`config.mk`:
```
export PLATFORM = sky130hd
export DESIGN_NAME = pc_sequencer
export DESIGN_NICKNAME = d
export VERILOG_FILES = /design/src/rtl/pc_sequencer_pkg.sv /design/src/rtl/pc_redirect_buf.sv /design/src/rtl/pc_sequencer.sv
export SDC_FILE = /design/constraint.sdc
export NUM_CORES = 1
export LEC_CHECK = 0
export CAP_MARGIN = 20
export CELL_PAD_IN_SITES_DETAIL_PLACEMENT = 1
export CELL_PAD_IN_SITES_GLOBAL_PLACEMENT = 1
export CORE_ASPECT_RATIO = 0.8
export CORE_MARGIN = 10
export CORE_UTILIZATION = 25
export CTS_CLUSTER_SIZE = 25
export DETAILED_ROUTE_END_ITERATION = 8
export DONT_BUFFER_PORTS = 1
export PLACE_DENSITY = 0.6
export SYNTH_ARGS = -nofsm -noshare
export SYNTH_HDL_FRONTEND = slang
export SYNTH_SLANG_ARGS = --single-unit
```
`constraint.sdc`:
```
create_clock -name i_clk -period 5.55 [get_ports i_clk]
set_input_delay 1.11 -clock i_clk [delete_from_list [all_inputs] [get_ports i_clk]]
set_output_delay 1.11 -clock i_clk [all_outputs]
set_load 0.02 [all_outputs]
```
`src/rtl/pc_sequencer_pkg.sv`:
```
// Shared RISC-V defines (XLEN codes, reset vector, sequencer FSM encodings) and the package built on them.
// Zero-latency helpers only; no state, no flow control.
`ifndef RISCV_DEFINES_VH
`define RISCV_DEFINES_VH
`define XLEN_32b  2'd1
`define XLEN_64b  2'd2
`define XLEN_128b 2'd3
`define RESET_LO  64'h0000_0000_0000_1000
`define PCS_BOOT  2'd0
`define PCS_RUN   2'd1
`define PCS_PEND  2'd2
`endif

package pc_sequencer_pkg;

    typedef enum logic [1:0] {
        ST_BOOT = `PCS_BOOT,
        ST_RUN  = `PCS_RUN,
        ST_PEND = `PCS_PEND
    } pcs_state_e;

    localparam logic [63:0] RESET_LO_64 = `RESET_LO;

    // Width code n selects a 2^(n+4)-bit address space.
    function automatic int xlen_width(input logic [1:0] code);
        return 1 << (int'(code) + 4);
    endfunction

endpackage

```
`src/rtl/pc_redirect_buf.sv`:
```
// One-entry pending-redirect buffer (valid, target, exception flag); one-cycle write latency.
// Load wins over clear so a trap landing on the release cycle still registers.
module pc_redirect_buf #(
    parameter int W = 64
) (
    input  logic         i_clk,
    input  logic         i_rst,
    input  logic         i_load,
    input  logic         i_clr,
    input  logic [W-1:0] i_tgt,
    input  logic         i_exc,
    output logic         o_vld,
    output logic [W-1:0] o_tgt,
    output logic         o_exc
);

    logic         vld_q, vld_d;
    logic [W-1:0] tgt_q, tgt_d;
    logic         exc_q, exc_d;

    always_comb begin
        vld_d = vld_q;
        tgt_d = tgt_q;
        exc_d = exc_q;
        if (i_load) begin
            vld_d = 1'b1;
            tgt_d = i_tgt;
            exc_d = i_exc;
        end else if (i_clr) begin
            vld_d = 1'b0;
            exc_d = 1'b0;
        end
    end

    always_ff @(posedge i_clk or posedge i_rst) begin
        if (i_rst) begin
            vld_q <= 1'b0;
            tgt_q <= '0;
            exc_q <= 1'b0;
        end else begin
            vld_q <= vld_d;
            tgt_q <= tgt_d;
            exc_q <= exc_d;
        end
    end

    assign o_vld = vld_q;
    assign o_tgt = tgt_q;
    assign o_exc = exc_q;

endmodule

```
`src/rtl/pc_sequencer.sv`:
```
// Next-PC sequencer: zero-latency redirect priority (exc > mret > branch > jump); stalled redirects park in PEND.
// Build option PC_ALIGN_CHECK_EN turns misaligned branch/jump targets into traps and adds o_misalign.
module pc_sequencer
    import pc_sequencer_pkg::*;
#(
    parameter logic [1:0] XLEN = `XLEN_64b,
    localparam int        W    = xlen_width(XLEN)
) (
    input  logic         i_clk,
    input  logic         i_rst,
    input  logic         i_clk_en,
    input  logic         i_stall_f,
    input  logic [W-1:0] i_pc_cur,
    input  logic         i_exc_req,
    input  logic [W-1:0] i_exc_vec,
    input  logic         i_mret,
    input  logic [W-1:0] i_mepc,
    input  logic         i_br_taken,
    input  logic [W-1:0] i_br_tgt,
    input  logic         i_jmp,
    input  logic [W-1:0] i_jmp_tgt,
    output logic [W-1:0] o_pc_next,
    output logic         o_pc_wr_en,
    output logic         o_flush,
    output logic [15:0]  o_redirect_cnt
`ifdef PC_ALIGN_CHECK_EN
    ,
    output logic         o_misalign
`endif
);

    localparam logic [W-1:0] RESET_PC = W'(RESET_LO_64);

    pcs_state_e   state_q, state_d;
    logic [15:0]  cnt_q, cnt_d;

    logic         sel_vld;
    logic         sel_exc;
    logic [W-1:0] sel_tgt;
`ifdef PC_ALIGN_CHECK_EN
    logic         sel_mis;
`endif

    logic         buf_load, buf_clr, load_exc;
    logic [W-1:0] load_tgt;
    logic         buf_vld, buf_exc;
    logic [W-1:0] buf_tgt;

    always_comb begin
        sel_vld = 1'b1;
        sel_exc = 1'b0;
        sel_tgt = i_exc_vec;
`ifdef PC_ALIGN_CHECK_EN
        sel_mis = 1'b0;
`endif
        if (i_exc_req) begin
            sel_exc = 1'b1;
        end else if (i_mret) begin
            sel_tgt = i_mepc;
        end else if (i_br_taken) begin
            sel_tgt = i_br_tgt;
        end else if (i_jmp) begin
            sel_tgt = i_jmp_tgt;
        end else begin
            sel_vld = 1'b0;
        end
`ifdef PC_ALIGN_CHECK_EN
        if (!i_exc_req && !i_mret && (i_br_taken || i_jmp) && (sel_tgt[1:0] != 2'b00)) begin
            sel_tgt = i_exc_vec;
            sel_exc = 1'b1;
            sel_mis = 1'b1;
        end
`endif
    end

    always_ff @(posedge i_clk or posedge i_rst) begin
        if (i_rst) begin
            state_q <= ST_BOOT;
        end else begin
            state_q <= state_d;
        end
    end

    always_comb begin
        state_d = state_q;
        if (i_clk_en) begin
            case (state_q)
                ST_BOOT: state_d = ST_RUN;
                ST_RUN:  if (sel_vld && i_stall_f) state_d = ST_PEND;
                ST_PEND: if (!i_stall_f) state_d = ST_RUN;
                default: state_d = ST_BOOT;
            endcase
        end
    end

    always_comb begin
        o_pc_next  = i_pc_cur + W'(4);
        o_pc_wr_en = 1'b0;
        o_flush    = 1'b0;
        buf_load   = 1'b0;
        buf_clr    = 1'b0;
        load_tgt   = sel_tgt;
        load_exc   = sel_exc;
`ifdef PC_ALIGN_CHECK_EN
        o_misalign = 1'b0;
`endif
        if (i_rst) begin
            o_pc_next = RESET_PC;
        end else if (i_clk_en) begin
            case (state_q)
                ST_BOOT: begin
                    o_pc_next  = RESET_PC;
                    o_pc_wr_en = 1'b1;
                end
                ST_RUN: begin
                    if (sel_vld) begin
                        o_pc_next  = sel_tgt;
                        o_flush    = 1'b1;
                        o_pc_wr_en = !i_stall_f;
                        buf_load   = i_stall_f;
`ifdef PC_ALIGN_CHECK_EN
                        o_misalign = sel_mis;
`endif
                    end else begin
                        o_pc_wr_en = !i_stall_f;
                    end
                end
                ST_PEND: begin
                    o_flush   = 1'b1;
                    o_pc_next = buf_tgt;
                    if (i_stall_f) begin
                        buf_load = i_exc_req;
                        load_tgt = i_exc_vec;
                        load_exc = 1'b1;
                    end else begin
                        // A fresh trap overtakes a parked non-trap redirect; an older parked trap stands.
                        o_pc_wr_en = buf_vld | i_exc_req;
                        buf_clr    = 1'b1;
                        if (i_exc_req && !buf_exc) o_pc_next = i_exc_vec;
                    end
                end
                default: ;
            endcase
        end
    end

    pc_redirect_buf #(.W(W)) u_buf (
        .i_clk  (i_clk),
        .i_rst  (i_rst),
        .i_load (buf_load),
        .i_clr  (buf_clr),
        .i_tgt  (load_tgt),
        .i_exc  (load_exc),
        .o_vld  (buf_vld),
        .o_tgt  (buf_tgt),
        .o_exc  (buf_exc)
    );

    // Only writes that also flush are applied redirects; the boot write is not.
    always_comb begin
        cnt_d = cnt_q;
        if (o_pc_wr_en && o_flush && (cnt_q != 16'hFFFF)) cnt_d = cnt_q + 16'd1;
    end

    always_ff @(posedge i_clk or posedge i_rst) begin
        if (i_rst) begin
            cnt_q <= '0;
        end else begin
            cnt_q <= cnt_d;
        end
    end

    assign o_redirect_cnt = cnt_q;

endmodule

```
Word level (Yosys, flattened, before mapping)
Cells that the tools add are included.

Register bits after elaboration: 84. Output and inout port bits: 82. Word-level logic and storage cells: 68.

Add/sub/neg operators: 2. Eq/ne operators: 5. Muxes and demuxes: 46. Bitwise gates (word level): 1. Reduce and logical (&&, ||, !) cells: 9.

Operator list (number): 64-bit two-way mux (13); 64-bit case mux with 3 select lines (1); 64-bit by 3-bit adder with 64-bit output, second input constant (1); 1-bit two-way mux (26); 16-bit by 1-bit adder with 16-bit output, second input constant (1); 16-bit != test, second input constant (1); 2-bit case mux with 3 select lines (1); 1-bit logical AND (4); 2-bit two-way mux (2); 2-bit != test, second input constant (2); 1-bit case mux with 2 select lines (2); 1-bit case mux with 3 select lines (1); 3-bit AND reduction (1); 2-bit by 1-bit == test with 1-bit output, second input constant (1); 2-bit == test, second input constant (1); 1-bit zero test (2); 2-bit zero test (1); 2-bit nonzero test (1); 1-bit bitwise OR (1).

Logic depth before layout (Yosys ltp)
Depth after elaboration: 10. Mapped depth: 10. Gate-level depth less buffers: 8.

Modules after synthesis
Synthesis repeated with hierarchy kept, for this count alone.

Cells, all modules: 1390. Area, all modules: 10636.5 um^2.

Modules (own cells, without submodules): pc_sequencer (times used 1, cells an instance 1248, area an instance 8105.3 um^2, sequential area each 450.4 um^2); pc_redirect_buf (times used 1, cells an instance 142, area an instance 2531.2 um^2, sequential area each 1651.6 um^2).

Worst setup path before layout
No wires, ideal clock.

Kind: input port to output port. Start: input port i_rst. End: output port o_pc_next[21]. Arrival: 4016 ps. Data required time: 4440 ps. Slack: 424 ps. Cell stages on the path: 4. Path buffers: 1. Cells stage by stage: inv_1 nand2_1 clkbuf_1 o21ai_0.

Cells in the longest elaborated chain, start to end: 1.

Ends and longest elaborated chain: start: declaration (RTL line pc_sequencer.sv:10) `input logic i_rst,`; 64-bit two-way mux (RTL line pc_sequencer.sv:107) `if (i_rst) begin`; end: declaration (RTL line pc_sequencer.sv:22) `output logic [W-1:0] o_pc_next,`.

Every way passes these cells.

Worst setup path after layout
Start: input port i_jmp. End: output port o_pc_next[8].

Cells in the longest elaborated chain, start to end: 8. Elaborated cells between the ends (all ways): 12. Those cells by class: mux: 12.

Ends and longest elaborated chain: start: declaration (RTL line pc_sequencer.sv:20) `input logic i_jmp,`; 64-bit two-way mux or 1-bit two-way mux (tied branches) (RTL line pc_sequencer.sv:62) `end else if (i_jmp) begin`; 64-bit two-way mux or 1-bit two-way mux (tied branches) (RTL line pc_sequencer.sv:60) `end else if (i_br_taken) begin`; 64-bit two-way mux or 1-bit two-way mux (tied branches) (RTL line pc_sequencer.sv:58) `end else if (i_mret) begin`; 64-bit two-way mux or 1-bit two-way mux (tied branches) (RTL line pc_sequencer.sv:56) `if (i_exc_req) begin`; 64-bit two-way mux * (RTL line pc_sequencer.sv:116) `if (sel_vld) begin`; 64-bit case mux with 3 select lines * (RTL line pc_sequencer.sv:110) `case (state_q)`; 64-bit two-way mux * (RTL line pc_sequencer.sv:109) `end else if (i_clk_en) begin`; 64-bit two-way mux * (RTL line pc_sequencer.sv:107).

Every way passes the cells marked *; elsewhere a longest branch is shown, timed or not.

==> results_dict.tcl <==
set metrics [dict create \
    final_core_util_pct 27.8 \
    whs_path_depth 2 \
    path_cells "or4_1 -> nor2_1 -> nor2_1 -> nor2_2 -> buf_4 -> a21oi_1 -> o21ai_0 -> buf_4" \
    postCtsHoldBufs 0 \
    ys_types 64 \
    yosysTopAreaCellShare_pct 23.3 \
    drt_iter0_drc 734 \
    clockRootBuffer "clkbuf_16" \
    fin_crit_ns 4.68 \
    worst_hold_slack_ns 0.485 \
    grt_first_pass_wirelength_um 74800 \
    cp-end-kind "output pin" \
    ant_nets 0 \
    cp_max_fo 21 \
    rows 62 \
    post-cts-setup-buffers 0 \
    htree_levels 3 \
    yosys.area.top_type "dfrtp_1" \
    crit_buf_inv 2 \
    synth.yosys.seq_area_share_pct 23.3 \
    io_buffers 0 \
    synth.cell_area_um2 9010 \
    final_max_slew_viol_count 0 \
    cp.depth 8 \
    worstSetupPathType "in2out" \
    p_leak_nw 3.56 \
    finalCritPeriodShare_pct 84.4 \
    vias 10200 \
    worstPathArrival_ns 3.57 \
    dr.pass1.iters 5 \
    insertedDiodeCount 0 \
    cts.sinks 84 \
    min_path_type "reg2reg" \
    synth-main-ff-cell "dfrtp_1" \
    cp.required_ns 4.44 \
    hold_end "u_buf.o_tgt[60]" \
    layout_common_cells "179 x nand2_1, 141 x o21ai_0, 114 x a21oi_1" \
    critPathSlowestCell "or4_1" \
    start_util_pct 25.2 \
    die_h_um 190 \
    worstRegToRegCells 8 \
    setup_viol 0 \
    power_density_nw_per_um2 323 \
    synth-edff-count 0 \
    finalHoldViolations 0 \
    final_common_cell "nand2_1" \
    cp-start-kind "primary input" \
    drcViolationCount 0 \
    fmax_mhz 213 \
    dpl_cell_area_um2 9660 \
    via_per_inst 5.99 \
    ys_seq_elements 84 \
    clock_skew_ns 0.00946 \
    syn_nets 1584 \
    cts_max_path_buffers 2 \
    place_hpwl_um 40700 \
    vdd_drop_max_v 0.000142 \
    timing.rr.start "state_q[0]" \
    fp.dieW_um 232 \
    synthArstFlopShare_pct 100 \
    wl_per_cell_um 30.8 \
    place_congestion 0.909 \
    final_nets 1547 \
    final.setup.tns_ns 0 \
    antenna_found_initial 1 \
    status "finished clean" \
    grt-ovfl-total 0 \
    critPathTopFamily "simple AND/OR/NAND/NOR gates" \
    cts_resized 0 \
    rsz0062_at_grt "false" \
    r2r_end "u_buf.o_tgt[30]" \
    routed_wl_um 52200 \
    clk_pin_slew_worst_paths_ns 0.07 \
    r2r_slack_ns 2.19 \
    design_area_um2 9960 \
    yosys_warnings 0 \
    numCtsBuffers 9 \
    syn_inst 1248 \
    ios 410 \
    min_from "u_buf.o_tgt[60]" \
    dieArea_um2 44100 \
    cts_tree "built" \
    syn_area_per_cell_um2 7.22 \
    max_slew_margin_pct 26.4 \
    synth.area.top_cells "dfrtp_1 23%, o21ai_0 7.8%, nand2_1 7.5%, a21oi_1 6.3%, o22ai_1 6.2%" \
    tightest_slew_ns 1.10 \
    drive_gt1_share_pct 9.21 \
    slowest_delay_ns 0.66 \
    grt_pass1_vias 10300 \
    cap_violations 0 \
    clock_latency_ns 0.36 \
    area_delta_synth_final_pct 10.5 \
    coreArea_um2 35800 \
    grt_usage_pct 22.6 \
    grt_max_degree 115 \
]
[worst max-delay path by stage]
stage / start / end / slack [ns]
floorplan: i_rst / o_pc_next[21] / 0.42
global placement: i_clk_en / o_pc_next[1] / 1.05
detailed placement: i_jmp / o_pc_next[8] / 0.89
CTS: i_jmp / o_pc_next[8] / 0.88
global route: i_jmp / o_pc_next[8] / 0.76
finish: i_jmp / o_pc_next[8] / 0.87
[metal layers]
metal | vias up | track usage (%) | wire, um
met4 | 2 | 3.46 | 484
met2 | 399 | 36.3 | 24200
met5 | - | 0 | 7
li1 | 4601 | - | -
met3 | 24 | 8.01 | 4940
met1 | 5130 | 29.1 | 22500
[power by group]
group | internal [W] | switching [W] | total, W
sequential | 0.000861 | 0.000170 | 0.00103
clock | 0.000351 | 0.000309 | 0.000660
combinational | 0.000558 | 0.000969 | 0.00153
[metrics by stage]
step / instances / setup WS, ns / power, W
5_1_grt: 1696 / 0.756 / 0.00344
3_3_place_gp: 1680 / 1.05 / 0.00252
2_1_floorplan: 1248 / 0.424 / 0.00205
6_report: 1696 / 0.866 / 0.00322
3_5_place_dp: 1680 / 0.888 / 0.00257
4_1_cts: 1696 / 0.884 / 0.00324
[kinds of logic after synthesis]
family,share of synthesized area (%)
AO/OA/AOI/OAI,34.2
XOR/XNOR,7.19
adder cells (fa/ha/maj),1.11
buffers and inverters,5.44
flip-flops,23.3
multiplexers,7.25
AND/OR/NAND/NOR,21.5
[layout make-up]
type                       instances  area, um^2
sequential                        84        2100
multi-input combinational       1041        6450
inverter                          14        55.1
fill                            4375       25800
timing repair buffer              61         458
clock buffer                      10         229
tap                              480         601
clock inverter                     6        65.1
[registers in the layout, summed over array words and instances, names as in the netlist]
name,flops
o_redirect_cnt,16
state_q,2
u_buf.o_exc,1
u_buf.o_tgt,64
u_buf.o_vld,1
[synthesized netlist by cell type, types with 7 or more instances]
master    instances
xor2_1           24
a31oi_1           7
nand3_1          35
o221ai_1         53
a21o_1            7
o21ai_0         141
and4_1           11
o21a_1           28
ha_1              8
and3_1           14
nand4_1          33
o22a_1           12
buf_2            13
a21oi_1         114
o22ai_1          90
o31ai_1           7
nor2_1           58
nor3_1           22
xnor2_1          50
buf_1            16
nand2_1         180
clkbuf_1         77
dfrtp_1          84
and2_1            9
mux2i_1          54
mux2_2           10
inv_1            12
[worst register-to-register path, cell delays in order (launching register included)]
cell     delay (ns)
dfrtp_1        0.44
inv_1          0.12
ha_1           0.58
buf_4          0.33
and3_2         0.94
nor2_1         0.11
buf_4          0.26
o21ai_0        0.29
o21ai_0        0.12
Note: power is estimated with default switching activity, not from simulation.
